`config.mk`:
```
export PLATFORM = sky130hd
export DESIGN_NAME = cmp_arbiter
export DESIGN_NICKNAME = d
export VERILOG_FILES = /design/src/rtl/cmp_pkg.sv /design/src/rtl/cmp_core.sv /design/src/rtl/cmp_arbiter.sv
export SDC_FILE = /design/constraint.sdc
export NUM_CORES = 1
export LEC_CHECK = 0
export BUFFER_PORTS_ARGS = -buffer_cell sky130_fd_sc_hd__buf_4
export CAP_MARGIN = 20
export CORE_MARGIN = 2
export CORE_UTILIZATION = 48
export CTS_BUF_LIST = sky130_fd_sc_hd__clkbuf_8
export DETAILED_ROUTE_END_ITERATION = 10
export PLACE_DENSITY_LB_ADDON = 0.08
export REMOVE_ABC_BUFFERS = 1
export SLEW_MARGIN = 25
export SYNTH_ARGS = -nofsm -noshare
export SYNTH_HDL_FRONTEND = slang
export SYNTH_SLANG_ARGS = --single-unit
```
`constraint.sdc`:
```
create_clock -name clk -period 2.84 [get_ports clk]
set_input_delay 0.568 -clock clk [delete_from_list [all_inputs] [get_ports clk]]
set_output_delay 0.568 -clock clk [all_outputs]
set_load 0.05 [all_outputs]
```
`src/rtl/cmp_pkg.sv`:
```
// Shared constants and types for the shared-comparator arbiter.
package cmp_pkg;

   localparam int unsigned CMP_WIDTH = 18;
   localparam int unsigned CMP_N_REQ = 4;

   typedef enum logic [1:0] {
      CMP_BELOW,
      CMP_EQUAL,
      CMP_ABOVE
   } cmp_res_t;

endpackage

```
`src/rtl/cmp_core.sv`:
```
// Combinational magnitude comparator with signed/unsigned mode and one-hot result.
module cmp_core
   import cmp_pkg::*;
#(
   parameter int unsigned WIDTH = CMP_WIDTH
) (
   input  logic [WIDTH-1:0] a_i,
   input  logic [WIDTH-1:0] b_i,
   input  logic             is_signed_i,
   output logic             above_o,
   output logic             equal_o,
   output logic             below_o
);

   logic [WIDTH-1:0] a_x;
   logic [WIDTH-1:0] b_x;
   cmp_res_t         res;

   // Inverting the sign bit maps two's-complement order onto natural order.
   always_comb begin
      a_x            = a_i;
      b_x            = b_i;
      a_x[WIDTH-1]   = a_i[WIDTH-1] ^ is_signed_i;
      b_x[WIDTH-1]   = b_i[WIDTH-1] ^ is_signed_i;
      if (a_x == b_x) begin
         res = CMP_EQUAL;
      end else if (a_x > b_x) begin
         res = CMP_ABOVE;
      end else begin
         res = CMP_BELOW;
      end
   end

   assign above_o = (res == CMP_ABOVE);
   assign equal_o = (res == CMP_EQUAL);
   assign below_o = (res == CMP_BELOW);

endmodule

```
`src/rtl/cmp_arbiter.sv`:
```
// Round-robin arbiter feeding one shared comparator through a two-stage pipeline.
module cmp_arbiter
   import cmp_pkg::*;
#(
   parameter int unsigned WIDTH = CMP_WIDTH,
   parameter int unsigned N_REQ = CMP_N_REQ,
   parameter int unsigned ID_W  = $clog2(N_REQ)
) (
   input  logic                   clk,
   input  logic                   rst_n,
   input  logic                   flush_i,
   input  logic [N_REQ-1:0]       req_i,
   input  logic [N_REQ*WIDTH-1:0] a_i,
   input  logic [N_REQ*WIDTH-1:0] b_i,
   input  logic [N_REQ-1:0]       signed_i,
   output logic [N_REQ-1:0]       gnt_o,
   output logic                   rsp_valid_o,
   output logic [ID_W-1:0]        rsp_id_o,
   output logic                   rsp_above_o,
   output logic                   rsp_equal_o,
   output logic                   rsp_below_o
);

   localparam logic [ID_W:0] NREQ_W = (ID_W+1)'(N_REQ);

   logic [ID_W-1:0]  ptr_q, ptr_d;
   logic [ID_W:0]    sum;
   logic [ID_W-1:0]  win;
   logic             found;
   logic             accept;

   logic             s1_v_q, s1_sgn_q, s1_sgn_d;
   logic [WIDTH-1:0] s1_a_q, s1_a_d, s1_b_q, s1_b_d;
   logic [ID_W-1:0]  s1_id_q;

   logic             s2_v_q, s2_v_d;
   logic             s2_above_q, s2_equal_q, s2_below_q;
   logic [ID_W-1:0]  s2_id_q;

   logic             core_above, core_equal, core_below;

   always_comb begin
      found = 1'b0;
      win   = '0;
      sum   = '0;
      for (int unsigned i = 0; i < N_REQ; i++) begin
         sum = {1'b0, ptr_q} + (ID_W+1)'(i);
         if (sum >= NREQ_W) begin
            sum = sum - NREQ_W;
         end
         if (!found && req_i[sum[ID_W-1:0]]) begin
            found = 1'b1;
            win   = sum[ID_W-1:0];
         end
      end
   end

   assign accept = found & ~flush_i & rst_n;
   assign gnt_o  = accept ? (N_REQ'(1) << win) : '0;

   always_comb begin
      ptr_d = ptr_q;
      if (accept) begin
         ptr_d = (win == ID_W'(N_REQ-1)) ? '0 : win + ID_W'(1);
      end
   end

   always_comb begin
      s1_a_d   = '0;
      s1_b_d   = '0;
      s1_sgn_d = 1'b0;
      for (int unsigned k = 0; k < N_REQ; k++) begin
         if (win == ID_W'(k)) begin
            s1_a_d   = a_i[k*WIDTH +: WIDTH];
            s1_b_d   = b_i[k*WIDTH +: WIDTH];
            s1_sgn_d = signed_i[k];
         end
      end
   end

   cmp_core #(
      .WIDTH(WIDTH)
   ) u_core (
      .a_i        (s1_a_q),
      .b_i        (s1_b_q),
      .is_signed_i(s1_sgn_q),
      .above_o    (core_above),
      .equal_o    (core_equal),
      .below_o    (core_below)
   );

   assign s2_v_d = s1_v_q & ~flush_i;

   always_ff @(posedge clk or negedge rst_n) begin
      if (!rst_n) begin
         ptr_q      <= '0;
         s1_v_q     <= 1'b0;
         s1_a_q     <= '0;
         s1_b_q     <= '0;
         s1_sgn_q   <= 1'b0;
         s1_id_q    <= '0;
         s2_v_q     <= 1'b0;
         s2_above_q <= 1'b0;
         s2_equal_q <= 1'b0;
         s2_below_q <= 1'b0;
         s2_id_q    <= '0;
      end else begin
         ptr_q      <= ptr_d;
         s1_v_q     <= accept;
         if (accept) begin
            s1_a_q   <= s1_a_d;
            s1_b_q   <= s1_b_d;
            s1_sgn_q <= s1_sgn_d;
            s1_id_q  <= win;
         end
         s2_v_q     <= s2_v_d;
         s2_above_q <= core_above & s2_v_d;
         s2_equal_q <= core_equal & s2_v_d;
         s2_below_q <= core_below & s2_v_d;
         if (s2_v_d) begin
            s2_id_q <= s1_id_q;
         end
      end
   end

   // A flush also hides the result already sitting in stage 2 during the flush cycle.
   assign rsp_valid_o = s2_v_q & ~flush_i;
   assign rsp_above_o = s2_above_q & ~flush_i;
   assign rsp_equal_o = s2_equal_q & ~flush_i;
   assign rsp_below_o = s2_below_q & ~flush_i;
   assign rsp_id_o    = s2_id_q;

endmodule

```
==> impl_summary.log <==
[metrics] die footprint: 0.00789 mm2
[metrics] status: finished, final reports clean
[metrics] flip-flop and latch count after synthesis: 48
[metrics] remaining antenna violation count: 0
[metrics] CP endpoint kind: output pin
[metrics] signed area change from the synthesized netlist to the final layout: 41.5%
[metrics] Setup crit start kind: flip-flop
[metrics] simple-gate portion of the synthesized area: 21.0%
[metrics] CP required: 2.27 ns
[metrics] number of instances in the placed design: 643
[metrics] die width: 88.8 um
[metrics] count of filler cells inserted in the layout: 601
[metrics] max_slew headroom: 44.6%
[metrics] async set or reset register ratio after synthesis: 100%
[metrics] non-filler instance count after layout: 651
[metrics] most area-hungry cell type in the Yosys netlist: dfrtp_1
[metrics] P per Cell Area: 858 mW/mm2
[metrics] DRC viols: 0
[metrics] total detailed-routing wirelength: 9280 um
[metrics] Gate Count Post-Synth: 404
[metrics] drt first-iter violations: 121
[metrics] IR drop worst, VDD: 0.000318 V
[metrics] area share of fa/ha/maj cells after synthesis: 7.97%
[metrics] leading post-synthesis cells by instance count: dfrtp_1, a21oi_1, nor2b_1, nand2_1, nor3_1
[metrics] setup repair bufs after CTS: 0
[metrics] wire length of the first global-routing pass: 14700 um
[metrics] multiplexer share of the synthesized area: 0%
[metrics] number of standard-cell rows in the floorplan: 30
[metrics] maximum buffer depth of the clock tree: 2
[metrics] length of the first detailed-routing pass in iterations: 4
[metrics] initial core utilization: 50.3%
[metrics] MaxCap Viol Count: 0
[metrics] Layout Skew: 0.0107 ns
[metrics] arrival time of data at the critical path endpoint: 2.16 ns
[metrics] leakage power summed over all cells: 2.35 nW
[metrics] DR vias: 3542
[metrics] leading cell types by total area after synthesis: dfrtp_1, a221oi_1, ha_1, nor2b_1, a21oi_1
[metrics] share of the synthesized area in the top cell type: 34.8%
[metrics] average wire per cell in the routed design: 14.3 um
[metrics] Ports: 165
[metrics] final setup violation count: 0
[metrics] period utilisation layout: 96.1%
[metrics] max-slew violation count: 0
[metrics] warning count from the yosys run: 0
[metrics] clock tree root buffer cell: clkbuf_8
[metrics] height of the die: 88.8 um
[metrics] number of buffers inserted by port buffering: 164
[metrics] slew at the pin closest to its max-slew limit: 0.832 ns
[metrics] Most used DFF post-synth: dfrtp_1
[metrics] GRT Total Usage: 23.4%
[metrics] sinks on the clock net: 48
[metrics] min Tclk post-route: 2.73 ns
[metrics] Placeable Area: 0.00687 mm2
[metrics] Worst Path Class, Setup: reg2out
[metrics] number of gates resized after CTS: 0
[metrics] number of antenna cells inserted: 0
[metrics] GPL Wtd Cong: 0.826
[metrics] total number of nets in the final design: 731
[metrics] gr ovfl total: 0
[metrics] footprint of the multi-input gates: 0.00202 mm2
[metrics] fraction of the core area covered by cells at the end of the flow: 71.1%
[metrics] pin count of the biggest net entering global routing: 81
[metrics] count of flip-flops with a built-in enable after synthesis: 0
[metrics] Vias per Instance: 5.44
[metrics] maximum fanout along the worst path: 5
[metrics] number of antenna violations at the first check in global routing: 0
[metrics] final hold vios: 0
[metrics] final worst-path setup slack: 0.110 ns
[metrics] synthesized area divided by synthesized cell count: 8.54 um2
[metrics] overall power: 4.19 mW
[metrics] # hold bufs at CTS: 0
[metrics] number of global-route vias before repair: 3310
[metrics] top-count cell post-synth: dfrtp_1
[metrics] HP Class: in2async
[metrics] Synth cell types: 34
[metrics] clock-pin slew reported for the worst setup and hold paths after clock tree synthesis: 0.10 ns
[metrics] clock latency on the worst-skew pair: 0.31 ns
[metrics] Peak Freq: 366 MHz
[metrics] post-synth design cell area: 0.00345 mm2
[metrics] Place WS: 0.0810 ns
[metrics] share of post-route cells with drive strength above 1: 37.5%
[metrics] clock buffer count from CTS: 5
[metrics] detailed placer's ending HPWL: 7130 um
[metrics] XOR/XNOR Fraction of Synth Area: 0.507%
[metrics] dominant combinational cell family by area after synthesis: compound AO/OA/AOI/OAI gates
[metrics] clock tree from TritonCTS: done
[metrics] register area: 0.00120 mm2
[metrics] depth of the CTS H-tree: 2
[metrics] portion of the post-synthesis area used by sequential elements: 34.8%
[metrics] compound-gate portion of the synthesized area: 28.5%
## final timing paths
| kind | start | endpoint | slack (ns) | cells after the start |
|---|---|---|---|---|
| worst max-delay path | ptr_q[0]$_DFFE_PN0N_ | gnt_o[1] | 0.11 | 8 |
| worst min-delay path | rst_n | s1_id_q[0]$_DFFE_PN0N_ | 0.36 | 2 |
| worst max register to register | ptr_q[0]$_DFFE_PN0N_ | s1_a_q[0]$_DFFE_PN0N_ | 0.32 | 12 |
| worst min register to register | s1_id_q[1]$_DFFE_PN0N_ | rsp_id_o[1]$_DFFE_PN0P_ | 0.48 | 2 |
| max in group asynchronous | rst_n | s1_b_q[4]$_DFFE_PN0N_ | 2.06 | 2 |
| min in group clk | s1_id_q[1]$_DFFE_PN0N_ | rsp_id_o[1]$_DFFE_PN0P_ | 0.48 | 2 |
## through the flow
stage                     setup TNS [ns]  cell area, um2  hold WS, ns
after floorplan                   -33.17            3290        0.272
after global placement                 0            4750        0.461
after detailed placement               0            4750        0.457
after CTS                              0            4880        0.372
after global routing             -0.0167            4890        0.399
final                                  0            4890        0.356
## where the power goes
part / switching [mW] / internal, mW
logic: 1.39 / 1.12
clock network: 0.237 / 0.311
registers: 0.151 / 0.980
## layout make-up
cell class	instances	area share, %
multi-input combinational	300	41.3
timing repair buffer	176	27.3
sequential	48	24.6
tap	96	2.46
clock buffer	7	1.97
inverter	23	1.77
clock inverter	1	0.615
## state kept, by name, indices dropped and copies added, names as in the netlist, 2 cells and up
register and count:
s1_a_q 18, ptr_q 2, s1_id_q 2, rsp_id_o 2
s1_b_q 18
## critical path, stage by stage (launching register included)
cell	delay (ns)
dfrtp_1	0.43
nand2b_1	0.16
a21oi_1	0.08
a221oi_2	0.21
nor2b_2	0.22
buf_4	0.14
ha_1	0.24
and2_1	0.18
buf_4	0.20
## placed cells by master, fill, tap and decap left out, types with 3 or more instances in the layout
cell,netlist,final
a211oi_2,17,17
a21oi_1,47,47
a221oi_1,37,36
and2_1,4,4
buf_4,0,175
clkbuf_8,0,7
dfrtp_1,48,48
ha_1,22,20
inv_1,23,23
nand2_1,38,38
nand2b_1,3,3
nand4_1,3,3
nor2_1,3,3
nor2b_1,43,41
nor3_1,38,38
o21ai_0,22,22
## layer usage
layer / track usage [%] / vias to the layer above / share of wire, %
met5: 0 / - / 0
met4: 5.65 / 0 / 1.5
met3: 4.57 / 10 / 6.2
met2: 40.7 / 116 / 51
met1: 29.8 / 1644 / 41
li1: - / 1772 / -
## cells by family after synthesis
group / Yosys count
buffers and inverters: 56
adders and majority gates: 22
DFF: 48
and+or+nand+nor: 139
AOI/OAI and AO/OA: 137
xor gates and xnor gates: 2
Note: power is estimated with default switching activity, not from simulation.
